<file path="config.mk">
export PLATFORM = sky130hd
export DESIGN_NAME = spi_reg_ctrl_flat
export DESIGN_NICKNAME = d
export VERILOG_FILES = /design/src/rtl/spi_reg_pkg.sv /design/src/rtl/spi_reg_ctrl_if.sv /design/src/rtl/spi_reg_file.sv /design/src/rtl/spi_reg_ctrl.sv /design/src/flat_wrapper.sv
export SDC_FILE = /design/constraint.sdc
export NUM_CORES = 1
export LEC_CHECK = 0
export CAP_MARGIN = 20
export CORE_MARGIN = 5
export CORE_UTILIZATION = 45
export CTS_BUF_LIST = sky130_fd_sc_hd__clkbuf_4 sky130_fd_sc_hd__clkbuf_8 sky130_fd_sc_hd__clkbuf_16
export CTS_CLUSTER_SIZE = 12
export DETAILED_ROUTE_END_ITERATION = 8
export PLACE_DENSITY = 0.81
export SLEW_MARGIN = 0
export SYNTH_ARGS = -nofsm -noshare
export SYNTH_HDL_FRONTEND = slang
export SYNTH_SLANG_ARGS = --single-unit
export TNS_END_PERCENT = 1
</file>
<file path="constraint.sdc">
create_clock -name sys_clk -period 2.1 [get_ports sys_clk]
set_input_delay 0.21 -clock sys_clk [delete_from_list [all_inputs] [get_ports sys_clk]]
set_output_delay 0.21 -clock sys_clk [all_outputs]
set_load 0.03 [all_outputs]
</file>
<file path="src/rtl/spi_reg_pkg.sv">
// Shared types and constants for the SPI register controller.
// SPI_REG_AUTOINC_EN selects address auto-increment in spi_reg_ctrl.
package spi_reg_pkg;

  typedef enum logic [1:0] {IDLE, CMD, WDATA, RDATA} state_e;

  localparam logic [7:0] TX_IDLE_BYTE = 8'hA5;
  localparam logic [2:0] STATUS_ADDR  = 3'd7;
  localparam int         NUM_REGS     = 7;

  localparam int CMD_RW_BIT   = 7;
  localparam int CMD_ADDR_MSB = 2;
  localparam int CMD_ADDR_LSB = 0;

  // Address space is exactly 3 bits, so the natural overflow gives the 7->0 wrap.
  function automatic logic [2:0] nextAddr(input logic [2:0] addr);
    return addr + 3'd1;
  endfunction

endpackage

</file>
<file path="src/rtl/spi_reg_ctrl_if.sv">
// Byte-level link between the SPI slave PHY (master side) and the register controller (slave side).
interface spi_reg_ctrl_if;

  logic       cs_n;
  logic       rx_valid;
  logic [7:0] rx_byte;
  logic [7:0] tx_byte;

  modport master (output cs_n, output rx_valid, output rx_byte, input tx_byte);
  modport slave  (input cs_n, input rx_valid, input rx_byte, output tx_byte);

endinterface

</file>
<file path="src/rtl/spi_reg_file.sv">
// Seven 8-bit configuration registers with one synchronous write port and a
// combinational read mux that maps the status input at the top address.
module spi_reg_file
  import spi_reg_pkg::*;
(
  input  logic                    sys_clk,
  input  logic                    rst_n,
  input  logic                    we_i,
  input  logic [2:0]              wrAddr_i,
  input  logic [7:0]              wrData_i,
  input  logic [2:0]              rdAddr_i,
  output logic [7:0]              rdData_o,
  input  logic [7:0]              status_i,
  output logic [8*NUM_REGS-1:0]   regs_o
);

  logic [7:0] regs_q [NUM_REGS];

  // Address 7 has no storage behind it, so a write there matches no entry.
  always_ff @(posedge sys_clk or negedge rst_n) begin
    if (!rst_n) begin
      for (int i = 0; i < NUM_REGS; i++) regs_q[i] <= '0;
    end else begin
      for (int i = 0; i < NUM_REGS; i++) begin
        if (we_i && wrAddr_i == 3'(i)) regs_q[i] <= wrData_i;
      end
    end
  end

  always_comb begin
    rdData_o = status_i;
    for (int i = 0; i < NUM_REGS; i++) begin
      if (rdAddr_i == 3'(i)) rdData_o = regs_q[i];
    end
  end

  always_comb begin
    regs_o = '0;
    for (int i = 0; i < NUM_REGS; i++) regs_o[8*i +: 8] = regs_q[i];
  end

endmodule

</file>
<file path="src/rtl/spi_reg_ctrl.sv">
// SPI command/data framer in front of spi_reg_file. Define SPI_REG_AUTOINC_EN
// to step the address after every data byte; otherwise it stays at the command address.
module spi_reg_ctrl
  import spi_reg_pkg::*;
(
  input  logic                  sys_clk,
  input  logic                  rst_n,
  spi_reg_ctrl_if.slave         spi,
  input  logic [7:0]            status_in,
  output logic [8*NUM_REGS-1:0] cfg_regs,
  output logic                  wr_strobe,
  output logic [2:0]            wr_addr
);

  state_e     state_q, state_d;
  logic [2:0] addr_q, addr_d, stepAddr, rdAddr, wrAddr_q;
  logic [7:0] txByte_q, txByte_d, rdData;
  logic       wrStrobe_q, armed_q, we, byteIn;

`ifdef SPI_REG_AUTOINC_EN
  assign stepAddr = nextAddr(addr_q);
`else
  assign stepAddr = addr_q;
`endif

  assign byteIn = !spi.cs_n && spi.rx_valid;

  always_ff @(posedge sys_clk or negedge rst_n) begin
    if (!rst_n) state_q <= IDLE;
    else        state_q <= state_d;
  end

  // armed_q blocks a frame from starting until cs_n has been seen high since reset.
  always_comb begin
    state_d = state_q;
    if (spi.cs_n) begin
      state_d = IDLE;
    end else begin
      case (state_q)
        IDLE:    if (armed_q) state_d = CMD;
        CMD:     if (spi.rx_valid) state_d = spi.rx_byte[CMD_RW_BIT] ? RDATA : WDATA;
        default: state_d = state_q;
      endcase
    end
  end

  always_comb begin
    rdAddr = stepAddr;
    if (state_q == CMD) rdAddr = spi.rx_byte[CMD_ADDR_MSB:CMD_ADDR_LSB];
  end

  always_comb begin
    addr_d   = addr_q;
    txByte_d = txByte_q;
    we       = 1'b0;
    if (state_d == IDLE || state_d == CMD) begin
      txByte_d = TX_IDLE_BYTE;
    end else if (byteIn) begin
      case (state_q)
        CMD: begin
          addr_d = spi.rx_byte[CMD_ADDR_MSB:CMD_ADDR_LSB];
          if (spi.rx_byte[CMD_RW_BIT]) txByte_d = rdData;
        end
        WDATA: begin
          we     = (addr_q != STATUS_ADDR);
          addr_d = stepAddr;
        end
        RDATA: begin
          addr_d   = stepAddr;
          txByte_d = rdData;
        end
        default: addr_d = addr_q;
      endcase
    end
  end

  always_ff @(posedge sys_clk or negedge rst_n) begin
    if (!rst_n) begin
      addr_q     <= '0;
      txByte_q   <= TX_IDLE_BYTE;
      wrStrobe_q <= 1'b0;
      wrAddr_q   <= '0;
      armed_q    <= 1'b0;
    end else begin
      addr_q     <= addr_d;
      txByte_q   <= txByte_d;
      wrStrobe_q <= we;
      if (we) wrAddr_q <= addr_q;
      if (spi.cs_n) armed_q <= 1'b1;
    end
  end

  spi_reg_file u_regFile (
    .sys_clk  (sys_clk),
    .rst_n    (rst_n),
    .we_i     (we),
    .wrAddr_i (addr_q),
    .wrData_i (spi.rx_byte),
    .rdAddr_i (rdAddr),
    .rdData_o (rdData),
    .status_i (status_in),
    .regs_o   (cfg_regs)
  );

  assign spi.tx_byte = txByte_q;
  assign wr_strobe   = wrStrobe_q;
  assign wr_addr     = wrAddr_q;

endmodule

</file>
<file path="src/flat_wrapper.sv">
// flat-port wrapper written by rule: the top's interface ports become plain ports
module spi_reg_ctrl_flat import spi_reg_pkg::*;
  (sys_clk, rst_n, status_in, cfg_regs, wr_strobe, wr_addr, spi_cs_n, spi_rx_valid, spi_rx_byte, spi_tx_byte);
  spi_reg_ctrl_if spi_i ();
  input  logic sys_clk;
  input  logic rst_n;
  input  logic [7:0] status_in;
  output logic [8*NUM_REGS-1:0] cfg_regs;
  output logic wr_strobe;
  output logic [2:0] wr_addr;
  input wire logic [$bits(spi_i.cs_n)-1:0] spi_cs_n;
  input wire logic [$bits(spi_i.rx_valid)-1:0] spi_rx_valid;
  input wire logic [$bits(spi_i.rx_byte)-1:0] spi_rx_byte;
  output wire logic [$bits(spi_i.tx_byte)-1:0] spi_tx_byte;
  assign spi_i.cs_n = spi_cs_n;
  assign spi_i.rx_valid = spi_rx_valid;
  assign spi_i.rx_byte = spi_rx_byte;
  assign spi_tx_byte = spi_i.tx_byte;
  spi_reg_ctrl u_core (.sys_clk(sys_clk), .rst_n(rst_n), .spi(spi_i), .status_in(status_in), .cfg_regs(cfg_regs), .wr_strobe(wr_strobe), .wr_addr(wr_addr));
endmodule
</file>
# ---- Word-level counts from Yosys, hierarchy flattened
# Index checks and enable logic that the tools add are counted.
dict set report totals {
  output_inout_bits 68
  wordCells 70
  ff_bits 74
  in_bits 20
}
dict set report op_classes {
  n_eq_ne 18
  reduce_logical 18
  mux 20
  bitwise 1
}
# cell count
set ops {}
lappend ops {{8-bit 2-to-1 mux} 10}
lappend ops {{3-bit == test, second input constant} 6}
lappend ops {{8-bit one-hot mux with 2 select lines} 1}
lappend ops {{3-bit by 2-bit == test with 1-bit output, second input constant} 4}
lappend ops {{1-bit logical AND} 8}
lappend ops {{3-bit by 1-bit == test with 1-bit output, second input constant} 2}
lappend ops {{3-bit logical NOT} 2}
lappend ops {{2-bit 2-to-1 mux} 3}
lappend ops {{3-bit inequality test, second input constant} 2}
lappend ops {{2-bit by 1-bit == test with 1-bit output, second input constant} 2}
lappend ops {{2-bit == test, second input constant} 2}
lappend ops {{2-bit logical NOT} 2}
lappend ops {{1-bit 2-to-1 mux} 4}
lappend ops {{2-bit one-hot mux with 2 select lines} 1}
lappend ops {{3-bit 2-to-1 mux} 1}
lappend ops {{3-bit AND reduction} 1}
lappend ops {{3-bit nonzero test} 1}
lappend ops {{2-bit AND reduction} 1}
lappend ops {{2-bit nonzero test} 1}
lappend ops {{1-bit logical NOT} 1}
lappend ops {{1-bit logical OR} 1}
lappend ops {{1-bit NOT} 1}

# ---- Longest topological paths before layout
# Gate-level depths: netlist (run 1).
dict set report logic_depth {
  ltp_word 14
  ltp_mapped 10
  mapped_depth_nobuf 6
}

# ---- Cells and area by module
# From an unflattened synthesis (run 1), not the netlist that was laid out.
dict set report hier_totals {
  hier_cells 308
  hier_area_um2 3703.6
}
# mod seq_area_each_um2 area_each_um2 n_inst cells_each
set modules_own_cells {}
lappend modules_own_cells {spi_reg_file 1401.3 2860.2 1 229}
lappend modules_own_cells {spi_reg_ctrl 455.4 843.3 1 79}

# ---- Least setup slack after synthesis (run 1)
# No wires, ideal clock.
dict set report synth_path {
  kind {flip-flop to flip-flop}
  startpoint {reg u_core.state_q[1]}
  endpoint {reg u_core.txByte_q[4] (netlist: u_core.spi.tx_byte[4])}
  setup_time_ns 0.124
  t_arrival_ns 1.896
  n_path_buf 2
  stages_incl_launch_ff 9
  path_slack_ns 0.080
  period_less_slack_ns 2.020
  required_time_ns 1.976
  path_cell_list {dfrtp_1 -> clkbuf_2 -> nor2b_1 -> buf_4 -> mux2_2 -> a2111oi_4 -> o32ai_1 -> a221oi_2 -> o21ai_1}
}
dict set report synth_between {
  elab_chain_cells 14
  word_cells_on_any_way 33
  cone_classes {10 x eq/ne; 16 x mux; 7 x reduce/logical}
}
# item line
set synth_rtl {}
lappend synth_rtl {{start: declaration} spi_reg_ctrl.sv:15} ;# state_e state_q, state_d;
lappend synth_rtl {{start signal: assignment} spi_reg_ctrl.sv:30} ;# else state_q <= state_d;
lappend synth_rtl {{2-bit by 1-bit == test with 1-bit output} {spi_reg_ctrl.sv:39, spi_reg_ctrl.sv:49, spi_reg_ctrl.sv:59}}
lappend synth_rtl {{3-bit 2-to-1 mux} spi_reg_ctrl.sv:49} ;# if (state_q == CMD) rdAddr = spi.rx_byte[CMD_ADDR_MSB:CMD_ADDR_LSB];
lappend synth_rtl {{3-bit logical NOT} spi_reg_file.sv:33} ;# if (rdAddr_i == 3'(i)) rdData_o = regs_q[i];
lappend synth_rtl {{8-bit 2-to-1 mux (7 in series)} spi_reg_file.sv:33}
lappend synth_rtl {{8-bit 2-to-1 mux} spi_reg_ctrl.sv:62} ;# if (spi.rx_byte[CMD_RW_BIT]) txByte_d = rdData;
lappend synth_rtl {{8-bit one-hot mux with 2 select lines} spi_reg_ctrl.sv:59} ;# case (state_q)
lappend synth_rtl {{8-bit 2-to-1 mux} spi_reg_ctrl.sv:58} ;# end else if (byteIn) begin
lappend synth_rtl {{8-bit 2-to-1 mux} spi_reg_ctrl.sv:56} ;# if (state_d == IDLE || state_d == CMD) begin
lappend synth_rtl {{end signal: assignment} spi_reg_ctrl.sv:86} ;# txByte_q <= txByte_d;
lappend synth_rtl {{end: declaration} spi_reg_ctrl.sv:17} ;# logic [7:0] txByte_q, txByte_d, rdData;
# Several ways; a longest one is shown, not always the timed one. The select of a mux whose other input is x is not followed.
# A chain may end at the register's enable or synchronous reset.

# ---- Final worst setup path (run 1)
dict set report layout_path {
  startpoint {reg u_core.state_q[1]}
  endpoint {reg u_core.txByte_q[2] (netlist: u_core.spi.tx_byte[2])}
}
# Same word-level chain as after synthesis.

==> reports/summary.log, run 1 <==
qor: global_routing.grt_max_degree 75
qor: sta.min_period 2.23 ns
qor: critical_path.timing.critical_path.buf_inv 1
qor: sta.worst_slew_margin_relative_to_its_limit 0.525
qor: synthesis.yosysSeqAreaShare 0.501
qor: critical_path.critPathArrivalTime 2.51 ns
qor: place.gp_routability_congestion 0.948
qor: layout.antenna_cells_inserted 0
qor: critical_path.path_cells buf_6 > or4b_4 > o31a_4 > a2111oi_2 > o32ai_1 > a21oi_1 > o22ai_1
qor: synthesis.mean_instance_size_in_the_synthesized_netlist 11.6 um2
qor: sta.slew_violations 0
qor: place.postPlaceCellArea 4940 um2
qor: pwr.power_density 997 nW/um2
qor: layout.drive_gt1_frac 0.338
qor: job.max_cap_viol_count 0
qor: floorplan.design.die.area 10200 um2
qor: synthesis.synth_fp_nets 339
qor: cts.insertion_delay 0.35 ns
qor: synthesis.synth_enable_flop_cells 0
qor: outcome.run_status finished with violations
qor: route.via_count 3299
qor: route.avgRoutedWirePerCell 21.0 um
qor: route.firstDrtPassIters 5
qor: critical_path.rr_worst_depth 7
qor: sta.worst_clock_skew 0.00853 ns
qor: synthesis.ys_seq_elements 74
qor: critical_path.path_class flop to flop
qor: layout.postLayoutCoreUtil 0.660
qor: global_routing.wire_length_of_the_first_global_routing_pass 17600 um
qor: critical_path.worstSetupEndpointType flop
qor: floorplan.floorplan.rows 33
qor: sta.hold_slack 0.385 ns
qor: sta.layout_worst_path_cycle_share 1.06
qor: min_path.hold_class primary input to asynchronous set/reset pin
qor: critical_path.crit-reg2reg-capture u_core.spi.tx_byte[2]
qor: synthesis.ys.warnings.count 0
qor: critical_path.crit_path_top_delay_cell or4b_4
qor: cts.ctsHtreeMaxLevel 3
qor: floorplan.fp.dieW 101 um
qor: route.first_iter_violations 293
qor: critical_path.critical_path_depth 7
qor: synthesis.mapped_cells 319
qor: cts.cts_root_buf clkbuf_8
qor: critical_path.worst-endpoint-required 2.38 ns
qor: layout.fillerInstances 610
qor: critical_path.worstSetupEndpoint u_core.spi.tx_byte[2]
qor: global_routing.globalRouteTotalUtil 0.225
qor: layout.design.final.nets 462
qor: sta.achievable_frequency 448 MHz
qor: layout.layout-area-overhead-vs-synth 44.8%
qor: cts.clock_tree_from_tritoncts yes
qor: place.placed_cells_incl_taps 532
qor: place.io_buffer_count 87
qor: critical_path.worst_path_largest_cell_delay 0.53 ns
qor: place.hpwl 8080 um
qor: route.detail_route.drc_violations 0
qor: critical_path.worst_setup_sp u_core.state_q[1]
qor: layout.ff_latch_area 1860 um2
qor: layout.top_library_cells_by_usage_in_the_layout_fill_and_taps_aside clkdlybuf4s50_1, dfrtp_1, mux2_2
qor: global_routing.first_global_vias 3351
qor: global_routing.grt_antenna_before_repair 0
qor: pwr.power.static_leakage 2.29 nW
qor: synthesis.post_synth_instance_area 3710 um2
qor: route.vias_per_cell 5.98
qor: critical_path.reg2reg_slack -0.13 ns
qor: place.place_ws -0.178 ns
qor: cts.clock_path_buffers 2
qor: floorplan.core_area 8130 um2
qor: floorplan.boundaryPins 88
qor: floorplan.floorplan.initialDensity 0.456
qor: layout.multi_input_comb_area 1880 um2
qor: layout.layoutNonFillerInstCount 552
qor: synthesis.asyncSetResetFlopFracSynth 1.00
qor: sta.worst_slack_setup_final -0.134 ns
qor: outcome.failed_checks setup timing
qor: synthesis.synth_ff_type dfrtp_1
qor: critical_path.path_delay_family compound AO/OA/AOI/OAI gates
qor: route.antenna_violating_nets_post_route 0
qor: layout.layout.cells.most_common clkdlybuf4s50_1
qor: pwr.vdd_ir_drop_max 0.678 mV
qor: global_routing.grt-ovfl-total 0
qor: cts.numClockSinks 74
qor: layout.final_design_area_no_fill 5370 um2
qor: sta.least_margin_pin_slew 0.709 ns
qor: sta.final-hold-violation-count 0
qor: critical_path.start_kind flop
qor: cts.clock_transition_at_path_regs 0.08 ns
qor: cts.cts-buffers-inserted 9
qor: critical_path.r2r_start u_core.state_q[1]
qor: critical_path.crit_fanout 8
qor: synthesis.synthDistinctLibCells 49
qor: sta.number_of_setup_violations_in_the_final_report 6
qor: route.drt_wl_total 11600 um
qor: floorplan.die_extent_in_y 101 um
qor: sta.setup_repair_after_global_routing_missed_its_margin true
==> cell usage after synthesis, drive strengths merged, types with 6 or more instances <==
master	n	area [um2]
a21oi	16	80.1
buf	8	48.8
o32ai	8	70.1
mux2i	6	60.1
a211oi	8	60.1
nand2	27	101
clkbuf	10	38.8
o21a	9	67.6
dfrtp	70	1750
o21ai	15	75.1
nor2	19	78.8
mux2	56	634
nor3b	6	50.1
==> cell families (layout without fill, tap and decap cells) <==
kind of cell	after synthesis	in the layout	share of synthesized area
muxes	62	62	0.187
buffers and inverters	20	148	0.0257
DFF	74	74	0.501
and+or+nand+nor	80	80	0.120
AOI/OAI and AO/OA	83	83	0.166
==> per-layer routing <==
| metal | up-vias | routed length, um | global-route usage |
|---|---|---|---|
| li1 | 1440 | - | - |
| met1 | 1674 | 4760 | 0.302 |
| met2 | 163 | 5800 | 0.359 |
| met3 | 22 | 771 | 0.0464 |
| met4 | 0 | 264 | 0.0839 |
| met5 | - | 0 | 0 |
==> how the worst min path moves through the flow <==
stage	startpoint	endpoint	slack, ns	depth (start not counted)
after global placement	rst_n	u_core.wr_strobe	0.26	2
after floorplan	rst_n	u_core.addr_q[0]	-0.09	0
after detailed placement	rst_n	u_core.wr_addr[0]	0.27	2
after CTS	rst_n	u_core.u_regFile.regs_o[12]	0.43	3
after global routing	rst_n	u_core.wr_addr[0]	0.44	3
final	rst_n	u_core.wr_addr[0]	0.39	3
==> through the flow <==
step / TNS (ns) / power, mW
global route: -0.719 / 5.57
detailed placement: -4.10 / 3.76
CTS: -0.212 / 5.16
global placement: -1.92 / 3.71
floorplan: 0 / 2.96
finish: -0.339 / 5.35
==> cell type report <==
cell class / instances / area share
clock buffer: 10 / 0.0256
clock inverter: 6 / 0.0210
inverter: 2 / 0.00140
multi-input combinational: 225 / 0.351
sequential: 74 / 0.346
tap: 105 / 0.0245
timing repair buffer: 130 / 0.230
==> what timing repair did <==
item,4_1_cts,5_1_grt
gates resized for setup,6,22
hold buffers,1,0
pin swaps,1,11
setup buffers,0,3
hold endpoints to repair,70,0
setup endpoints to repair,8,13
==> state kept, by name (all words and copies together), names as in the netlist <==
name and cells:
u_core.wr_addr 3, u_core.spi.tx_byte 8, u_core.u_regFile.regs_o 56, u_core.armed_q 1, u_core.state_q 2, u_core.addr_q 3
u_core.wr_strobe 1
==> where the power goes <==
part	switching, mW	total, mW	internal (mW)
combinational	1.13	2.09	0.967
clock	0.560	1.39	0.826
sequential	0.243	1.87	1.63
==> tightest hold or removal path: cells and delay by family <==
kind	cells	cell delay [ns]
buffers and inverters	3	0.94
Note: power is estimated with default switching activity, not from simulation.
==> run 2, diff against run 1 <==
--- a/config.mk
+++ b/config.mk
@@ -12,6 +12,7 @@
 export CTS_CLUSTER_SIZE = 12
 export DETAILED_ROUTE_END_ITERATION = 8
 export PLACE_DENSITY = 0.81
+export SETUP_SLACK_MARGIN = 0.2
 export SLEW_MARGIN = 0
 export SYNTH_ARGS = -nofsm -noshare
 export SYNTH_HDL_FRONTEND = slang
==> run 2 against run 1 <==
  * The flow now finishes without violations
  * Count of clock-buffer cells in the layout up 1
  * Core utilization up 2.2 points
  * Total power is 1.5% lower
  * Sequential power is essentially flat
  * Clock power shrank 19%
  * First-iteration DRC count decreased by 33%
  * Critical path type unchanged
  * Largest power group unchanged
==> reports/summary.log, run 2 (synthesized netlist as in run 1, its figures left out) <==
qor: place.io_buffer_count 87
qor: layout.design.final.nets 474
qor: route.firstDrtPassIters 5
qor: critical_path.crit_fanout 8
qor: min_path.hold_class primary input to asynchronous set/reset pin
qor: critical_path.reg2reg_slack 0.05 ns
qor: pwr.power 5.27 mW
qor: critical_path.path_cells nor2b_4 > buf_8 > mux2_4 > a2111oi_4 > o32ai_2 > a221oi_2 > o21ai_1
qor: critical_path.worst-endpoint-required 2.34 ns
qor: route.drt_wl_total 12000 um
qor: global_routing.grt_max_degree 41
qor: route.avgRoutedWirePerCell 21.4 um
qor: global_routing.first_global_vias 3341
qor: sta.least_margin_pin_slew 0.532 ns
qor: layout.drive_gt1_frac 0.383
qor: cts.insertion_delay 0.35 ns
qor: pwr.vdd_ir_drop_max 0.538 mV
qor: sta.achievable_frequency 487 MHz
qor: cts.clock_path_buffers 2
qor: route.first_iter_violations 195
qor: cts.cts_root_buf clkbuf_8
qor: global_routing.wire_length_of_the_first_global_routing_pass 18200 um
qor: place.place_ws -0.286 ns
qor: critical_path.worstSetupEndpointType flop
qor: critical_path.start_kind flop
qor: sta.worst_slack_setup_final 0.0485 ns
qor: layout.top_library_cells_by_usage_in_the_layout_fill_and_taps_aside clkdlybuf4s50_1, dfrtp_1, mux2_2
qor: floorplan.core_area 8130 um2
qor: sta.worst_slew_margin_relative_to_its_limit 0.643
qor: layout.largest_register_ffs 56
qor: cts.ctsHtreeMaxLevel 3
qor: cts.clock_transition_at_path_regs 0.08 ns
qor: place.hpwl 8630 um
qor: critical_path.crit_path_top_delay_cell dfrtp_1
qor: route.antenna_violating_nets_post_route 0
qor: critical_path.critPathArrivalTime 2.29 ns
qor: place.placed_cells_incl_taps 543
qor: sta.timing.setup.tns 0 ns
qor: critical_path.worst_path_largest_cell_delay 0.42 ns
qor: floorplan.design.die.area 10200 um2
qor: sta.layout_worst_path_cycle_share 0.977
qor: layout.layoutNonFillerInstCount 564
qor: sta.min_period 2.05 ns
qor: sta.slew_violations 0
qor: global_routing.globalRouteTotalUtil 0.236
qor: critical_path.path_class flop to flop
qor: job.max_cap_viol_count 0
qor: layout.layout.cells.most_common clkdlybuf4s50_1
qor: route.detail_route.drc_violations 0
qor: sta.setup_repair_after_global_routing_missed_its_margin true
qor: global_routing.grt_antenna_before_repair 0
qor: cts.clock_tree_from_tritoncts yes
qor: cts.numClockSinks 74
qor: cts.cts-buffers-inserted 9
qor: sta.number_of_setup_violations_in_the_final_report 0
qor: floorplan.floorplan.initialDensity 0.456
qor: sta.hold_slack 0.433 ns
qor: floorplan.fp.dieW 101 um
qor: route.via_count 3283
qor: pwr.power_density 950 nW/um2
qor: place.gp_routability_congestion 0.898
qor: floorplan.boundaryPins 88
qor: sta.worst_clock_skew 0.00809 ns
qor: floorplan.die_extent_in_y 101 um
qor: layout.antenna_cells_inserted 0
qor: outcome.run_status complete, no violations
qor: layout.layout-area-overhead-vs-synth 49.6%
qor: pwr.power.static_leakage 2.37 nW
qor: global_routing.grt-ovfl-total 0
qor: route.vias_per_cell 5.82
qor: floorplan.floorplan.rows 33
qor: sta.final-hold-violation-count 0
==> run 2: power breakdown <==
group,internal [mW],total (mW),switching (mW)
sequential,1.63,1.88,0.252
clock,0.591,1.13,0.535
combinational,1.07,2.26,1.19
total,3.29,5.27,1.98
==> run 2: layout make-up <==
type                    count  area [um2]
well taps                 105         131
clock buffers              11         145
repair buffers            142        1340
flip-flops and latches     74        1860
multi-input cells         225        2010
inverters                   2        7.51
clock inverters             5        53.8
fillers                   593        2590
==> run 2: repair_timing <==
item / 4_1_cts / 5_1_grt
endpoints found under the hold margin: 70 / 0
setup endpoints to repair: 36 / 46
hold buffers: 1 / 0
resized for setup: 16 / 38
pin swaps: 4 / 9
setup buffers: 1 / 3
==> run 2: worst max-delay path, delay by kind of cell (launching register included) <==
kind | cells | cell delay (ns)
buf+inv | 1 | 0.14
simple gates | 1 | 0.19
mux | 1 | 0.37
compound gates | 4 | 0.81
flops | 1 | 0.42
==> run 2: path summary, 6_finish.rpt <==
kind                       depth (start not counted)                     endpoint         startpoint
hold / removal                                     3  u_core.u_regFile.regs_o[49]              rst_n
max in group asynchronous                          3        u_core.spi.tx_byte[5]              rst_n
setup reg to reg                                   7        u_core.spi.tx_byte[4]  u_core.state_q[0]
min in group sys_clk                               1               u_core.armed_q     u_core.armed_q
setup / recovery                                   7        u_core.spi.tx_byte[4]  u_core.state_q[0]
hold reg to reg                                    1               u_core.armed_q     u_core.armed_q
==> run 2: routing by layer <==
layer  track usage  wire length (um)  vias up
met5             0                 0        -
met3        0.0464               790       22
li1              -                 -     1459
met4        0.0767               231        0
met2         0.387              6110      155
met1         0.315              4910     1647
==> run 2: per-stage QoR <==
step                      area, um2   util
after detailed placement       5040  0.620
after global routing           5550  0.682
after floorplan                3730      -
after CTS                      5330  0.655
final                          5550  0.682
after global placement         5040  0.620
